File: src/rtl/router_1x3.sv
// 1-input, 3-output byte packet router: steers packets to three FIFOs by header address,
// accumulates byte-XOR parity and flags a mismatch, and flushes FIFOs left unread too long.
module router_1x3 #(
    parameter int DEPTH             = 16,
    parameter int SOFT_RESET_CYCLES = 30
) (
    input  logic       clock,
    input  logic       resetn,
    input  logic [7:0] data_in,
    input  logic       pkt_valid,
    input  logic       read_enb_0,
    input  logic       read_enb_1,
    input  logic       read_enb_2,
    output logic [7:0] data_out_0,
    output logic [7:0] data_out_1,
    output logic [7:0] data_out_2,
    output logic       valid_out_0,
    output logic       valid_out_1,
    output logic       valid_out_2,
    output logic       busy,
    output logic       error
);

    // DEPTH is a power of two so the pointers wrap by plain overflow
    localparam int              AW         = $clog2(DEPTH);
    localparam int              CW         = $clog2(SOFT_RESET_CYCLES + 1);
    localparam logic [AW:0]     FULL_COUNT = (AW + 1)'(DEPTH);
    localparam logic [CW-1:0]   LAST_IDLE  = CW'(SOFT_RESET_CYCLES - 1);

    typedef enum logic [2:0] {
        DECODE,
        WAIT_EMPTY,
        LOAD_FIRST,
        LOAD_DATA,
        FIFO_FULL,
        CHECK_PARITY,
        DROP
    } state_t;

    state_t          state;
    logic [7:0]      header_reg;
    logic [7:0]      parity_acc;
    logic [7:0]      recv_parity;
    logic [1:0]      addr_reg;

    logic [2:0]      read_req;
    logic [2:0]      full;
    logic [2:0]      empty;
    logic [2:0]      rd_en;
    logic [2:0]      wr_en;
    logic [2:0]      soft_rst;
    logic [2:0]      valid_vec;
    logic [2:0][7:0] dout_vec;

    logic            write_active;
    logic [7:0]      write_data;
    logic            tgt_full;
    logic            tgt_empty;
    logic            tgt_flush;
    logic            hdr_empty;

    function automatic logic pick(input logic [2:0] v, input logic [1:0] a);
        case (a)
            2'd0:    return v[0];
            2'd1:    return v[1];
            2'd2:    return v[2];
            default: return 1'b0;
        endcase
    endfunction

    assign read_req     = {read_enb_2, read_enb_1, read_enb_0};
    assign write_active = (state == LOAD_FIRST) || (state == LOAD_DATA);
    assign write_data   = (state == LOAD_FIRST) ? header_reg : data_in;
    assign tgt_full     = pick(full, addr_reg);
    assign tgt_empty    = pick(empty, addr_reg);
    assign tgt_flush    = pick(soft_rst, addr_reg);
    assign hdr_empty    = pick(empty, data_in[1:0]);

    for (genvar k = 0; k < 3; k++) begin : g_fifo
        logic [7:0]    mem [DEPTH];
        logic [AW-1:0] wr_ptr;
        logic [AW-1:0] rd_ptr;
        logic [AW:0]   count;
        logic [CW-1:0] idle_cnt;
        logic [7:0]    dout;

        assign full[k]      = (count == FULL_COUNT);
        assign empty[k]     = (count == '0);
        assign rd_en[k]     = read_req[k] && !empty[k];
        assign wr_en[k]     = write_active && (addr_reg == 2'(k)) && !full[k];
        assign soft_rst[k]  = !empty[k] && !read_req[k] && (idle_cnt == LAST_IDLE);
        assign valid_vec[k] = !empty[k];
        assign dout_vec[k]  = dout;

        always_ff @(posedge clock) begin
            if (wr_en[k]) begin
                mem[wr_ptr] <= write_data;
            end
        end

        // A flush never coincides with a read since it needs read_enb low that cycle
        always_ff @(posedge clock or negedge resetn) begin
            if (!resetn) begin
                wr_ptr   <= '0;
                rd_ptr   <= '0;
                count    <= '0;
                idle_cnt <= '0;
                dout     <= '0;
            end else begin
                if (rd_en[k]) begin
                    dout <= mem[rd_ptr];
                end
                if (soft_rst[k]) begin
                    wr_ptr   <= '0;
                    rd_ptr   <= '0;
                    count    <= '0;
                    idle_cnt <= '0;
                end else begin
                    if (wr_en[k]) begin
                        wr_ptr <= wr_ptr + 1'b1;
                    end
                    if (rd_en[k]) begin
                        rd_ptr <= rd_ptr + 1'b1;
                    end
                    if (wr_en[k] && !rd_en[k]) begin
                        count <= count + 1'b1;
                    end else if (!wr_en[k] && rd_en[k]) begin
                        count <= count - 1'b1;
                    end
                    if (read_req[k] || empty[k]) begin
                        idle_cnt <= '0;
                    end else begin
                        idle_cnt <= idle_cnt + 1'b1;
                    end
                end
            end
        end
    end

    assign data_out_0  = dout_vec[0];
    assign data_out_1  = dout_vec[1];
    assign data_out_2  = dout_vec[2];
    assign valid_out_0 = valid_vec[0];
    assign valid_out_1 = valid_vec[1];
    assign valid_out_2 = valid_vec[2];

    always_comb begin
        busy = 1'b0;
        case (state)
            LOAD_FIRST, WAIT_EMPTY, FIFO_FULL, CHECK_PARITY: busy = 1'b1;
            LOAD_DATA:                                       busy = tgt_full;
            default:                                         busy = 1'b0;
        endcase
    end

    // Flushing the FIFO a packet is heading for abandons that packet
    always_ff @(posedge clock or negedge resetn) begin
        if (!resetn) begin
            state       <= DECODE;
            header_reg  <= '0;
            addr_reg    <= '0;
            parity_acc  <= '0;
            recv_parity <= '0;
            error       <= 1'b0;
        end else if (state != DECODE && state != DROP && tgt_flush) begin
            state <= DECODE;
        end else begin
            case (state)
                DECODE: begin
                    if (pkt_valid) begin
                        if (data_in[1:0] == 2'd3) begin
                            state <= DROP;
                        end else begin
                            header_reg <= data_in;
                            addr_reg   <= data_in[1:0];
                            parity_acc <= data_in;
                            error      <= 1'b0;
                            state      <= hdr_empty ? LOAD_FIRST : WAIT_EMPTY;
                        end
                    end
                end
                WAIT_EMPTY: begin
                    if (tgt_empty) begin
                        state <= LOAD_FIRST;
                    end
                end
                LOAD_FIRST: begin
                    state <= LOAD_DATA;
                end
                LOAD_DATA: begin
                    if (tgt_full) begin
                        state <= FIFO_FULL;
                    end else if (pkt_valid) begin
                        parity_acc <= parity_acc ^ data_in;
                    end else begin
                        recv_parity <= data_in;
                        state       <= CHECK_PARITY;
                    end
                end
                FIFO_FULL: begin
                    if (!tgt_full) begin
                        state <= LOAD_DATA;
                    end
                end
                CHECK_PARITY: begin
                    error <= (parity_acc != recv_parity);
                    state <= DECODE;
                end
                DROP: begin
                    if (!pkt_valid) begin
                        state <= DECODE;
                    end
                end
                default: begin
                    state <= DECODE;
                end
            endcase
        end
    end

endmodule

File: config.mk
export PLATFORM = sky130hd
export DESIGN_NAME = router_1x3
export DESIGN_NICKNAME = d
export VERILOG_FILES = /design/src/rtl/router_1x3.sv
export SDC_FILE = /design/constraint.sdc
export NUM_CORES = 1
export LEC_CHECK = 0
export ABC_AREA = 1
export CAP_MARGIN = 20
export CELL_PAD_IN_SITES_DETAIL_PLACEMENT = 0
export CELL_PAD_IN_SITES_GLOBAL_PLACEMENT = 1
export CORE_ASPECT_RATIO = 0.7
export CORE_MARGIN = 2
export CORE_UTILIZATION = 47
export DETAILED_ROUTE_END_ITERATION = 6
export PLACE_DENSITY = 0.72
export RECOVER_POWER = 50
export SETUP_SLACK_MARGIN = 0.02
export SYNTH_ARGS = -nofsm -noshare
export SYNTH_HDL_FRONTEND = slang
export SYNTH_SLANG_ARGS = --single-unit
File: constraint.sdc
create_clock -name clock -period 5.04 [get_ports clock]
set_input_delay 1.008 -clock clock [delete_from_list [all_inputs] [get_ports clock]]
set_output_delay 1.008 -clock clock [all_outputs]
set_load 0.05 [all_outputs]
==> metrics.md <==
| Metric | Value |
|---|---|
| Cell-internal power | `8.76 mW` |
| Worst skew pair latency | `0.57 ns` |
| Clock power share | `24.9%` |
| Final GP Congestion | `0.823` |
| First drt pass iteration count | `5` |
| Setup bufs post-CTS | `0` |
| Cell variety after synth | `about 40` |
| Final hold vios | `0` |
| Remaining Overflow, GRT | `0` |
| Synth Instances | `between 1500 and 2000` |
| Slew HR | `-69.6%` |
| Max FFs per register | `384` |
| Placed cells | `2319` |
| Critical Path Sink Type | `output port` |
| Synth Cell Area | `20800 um2` |
| Vias in the first global route | `approximately 13000` |
| Root Buffer Master | `clkbuf_16` |
| Largest net degree at the start of global routing | `69` |
| Core ar. | `about 44000 um2` |
| CTS Hold Bufs | `0` |
| # resized after CTS | `0` |
| Share of the synthesized area in the top cell type | `roughly 55%` |
| Largest regs | `g_fifo.mem: 384 flops, g_fifo.count: 15 flops, g_fifo.idle_cnt: 15 flops` |
| WP data required | `4.03 ns` |
| Die width | `256 um` |
| Register area share after synthesis | `68.0%` |
| Vias per cell | `5.59` |
| Area Growth Syn to Fin | `11.6%` |
| Initial antenna violation count | `0` |
| Critical path type | `flop to output port` |
| Buffers on Ports | `42` |
| MaxCap Viol Count | `9` |
| Final Instance Area | `23300 um2` |
| Pleak | `8.19 nW` |
| Fin cells | `2409` |
| Failing checks | `max-capacitance violations, max-slew violations` |
| CTS Buf Count | `47` |
| Sequential power share | `39.9%` |
| Tot Pwr | `14.2 mW` |
| Tcrit/Tclk final | `a little under 80%` |
| Die Area | `46100 um2` |
| Starting Density | `47.7%` |
| Yosys top cell by area | `edfxtp_1` |
| IO Pins | `43` |
| Pwr Density | `610 nW/um2` |
| Top reg by flops | `g_fifo.mem` |
| Crit path arrival time | `roughly 3 ns` |
| DP HPWL | `29500 um` |
| CTS max path bufs | `3` |
| Sw frac | `38.3%` |
| Crit start category | `flop` |
| TritonCTS clock tree | `yes` |
| Slew @ Worst Pin | `about 2.5 ns` |
| Row cnt | `64` |
| First-pass GRT wire length | `roughly 77000 um` |
| RSZ-0062 raised after global routing | `false` |
| Top post-synthesis cells by area | `edfxtp_1 55%, dfrtp_1 13%, o21ai_0 5.7%, nor2_1 5.6%, o221ai_1 2.7%` |
| Synth Area per Inst | `approximately 12 um2` |
| # nets final | `1824` |
| CP max FO | `19` |
| Drt total wl | `between 40000 and 50000 um` |
| Combinational power share | `35.2%` |
| CTS Sinks | `490` |
| Period minus WS final | `4.01 ns` |
| Fin Clk Skew | `0.0161 ns` |
| Antenna cells | `0` |
| Share of cells above drive strength 1 | `under 10%` |
| Worst min path class | `flop to flop` |
| Max Clk Rate | `249 MHz` |
| DR WL/cell | `20.4 um` |
| Sum Neg Setup Slack | `0 ns` |
| Net Switching | `5.44 mW` |
| Final antenna-violating net count | `0` |
| Post-Place Cell Area | `between 20000 and 25000 um2` |
| Final setup viols | `0` |
| DR vias | `13500` |
| GRT Total Usage | `21.4%` |
| Pins Over Slew Limit | `331` |
| FF+latch count, synth | `490` |
| H-tree depth | `2` |
| DRC errors left | `0` |
| CTS clock-pin slew for the worst setup and hold paths | `0.06 ns` |
| Die H | `approximately 180 um` |
| Starting DRC count in detailed routing | `1094` |
| Ys Warns | `0` |
| Syn Nets | `1796` |
| Max IR drop VDD | `0.000287 V` |
| Status | `finished with violations` |
## layer usage
layer  track usage, %  part of all wire [%]  up-vias
li1                 -                     -     6378
met1             33.2                    49     6658
met2             31.8                    43      361
met3             3.50                   5.7       64
met4             4.42                   1.6        0
met5                0                     0        -
## cell type report
class | instances | area [um2]
fillers | 3805 | 20500
well taps | 594 | 743
inverters | 94 | 355
multi-input cells | 1080 | 5860
clock inverters | 17 | 223
repair buffers | 64 | 609
flip-flops and latches | 490 | 14200
clock buffers | 70 | 1290
## critical path: stages, from the launching register on
cell and delay [ns]:
dfrtp_1 0.43, inv_1 0.10, nand3_1 0.65, nand4_1 0.41, clkdlybuf4s50_1 0.85
## per-stage QoR
step / setup slack [ns] / hold WS, ns / util (%)
2_1_floorplan: 1.69 / 0.461 / -
3_3_place_gp: 1.98 / 0.479 / 50.0
3_5_place_dp: 1.95 / 0.488 / 50.0
4_1_cts: 1.34 / 0.496 / 53.5
5_1_grt: 0.773 / 0.533 / 53.2
6_report: 1.03 / 0.491 / 53.2
## placed cells by master, fill, tap and decap left out, types with 4 or more instances in the layout
cell type	Yosys	layout
nand4_1	15	15
nand3_1	57	59
nor2_2	8	6
o22ai_1	28	28
ha_1	30	30
clkdlybuf4s50_1	0	37
inv_1	77	79
o21ai_0	237	239
clkinv_1	3	10
a31oi_1	24	24
nor2_1	313	316
clkbuf_1	59	27
xnor2_1	13	13
nor2_4	5	4
clkbuf_16	0	47
edfxtp_1	384	384
nand2_1	136	138
o221ai_1	64	64
buf_4	0	13
dfrtp_1	106	103
a21oi_1	21	22
xor2_1	22	22
o21ai_2	16	10
bufinv_16	0	5
dlygate4sd3_1	0	4
o211ai_1	32	35
nor3_1	6	6
inv_2	12	10
o21ai_4	0	4
o21ai_1	10	10
nand2_2	16	16
## worst paths after layout
check / slack (ns) / startpoint / to / cells past startpoint
min: 0.49 / g_fifo[2].idle_cnt[0] / g_fifo[2].idle_cnt[0] / 1
min in group asynchronous: 0.56 / resetn / recv_parity[3] / 1
max reg2reg: 1.08 / state[0] / g_fifo[2].mem[14][6] / 5
min reg2reg: 0.49 / g_fifo[2].idle_cnt[0] / g_fifo[2].idle_cnt[0] / 1
max in group asynchronous: 2.24 / resetn / g_fifo[0].rd_ptr[0] / 2
max: 1.03 / state[0] / busy / 4
## synth_stat cells (all sizes together)
master,n
dfrtp,106
o21ai,263
clkbuf,59
o221ai,64
nand2,154
ha,30
fa,3
buf,26
xor2,22
nor2,326
o211ai,35
nor3b,1
nand3,63
a211oi,3
nor3,7
a21oi,24
clkinv,3
o22ai,28
inv,91
xnor2,13
a31oi,24
edfxtp,384
nor4,3
a32o,1
nand3b,1
nand4,15
## kinds of logic after synthesis
family,synth area share (%)
adder cells (fa/ha/maj),2.09
AND/OR/NAND/NOR,11.8
XOR/XNOR,1.47
flip-flops,68.0
buffers and inverters,3.48
AO/OA/AOI/OAI,13.1
## power groups by stage
stage / sequential (mW) / clock [mW] / combinational [mW]
2_1_floorplan: 5.94 / 0 / 3.22
3_3_place_gp: 5.70 / 0 / 4.97
3_5_place_dp: 5.71 / 0 / 5.07
4_1_cts: 5.63 / 3.60 / 5.08
5_1_grt: 5.73 / 3.75 / 5.56
6_report: 5.66 / 3.54 / 5.00
(Power assumes the default switching activity.)
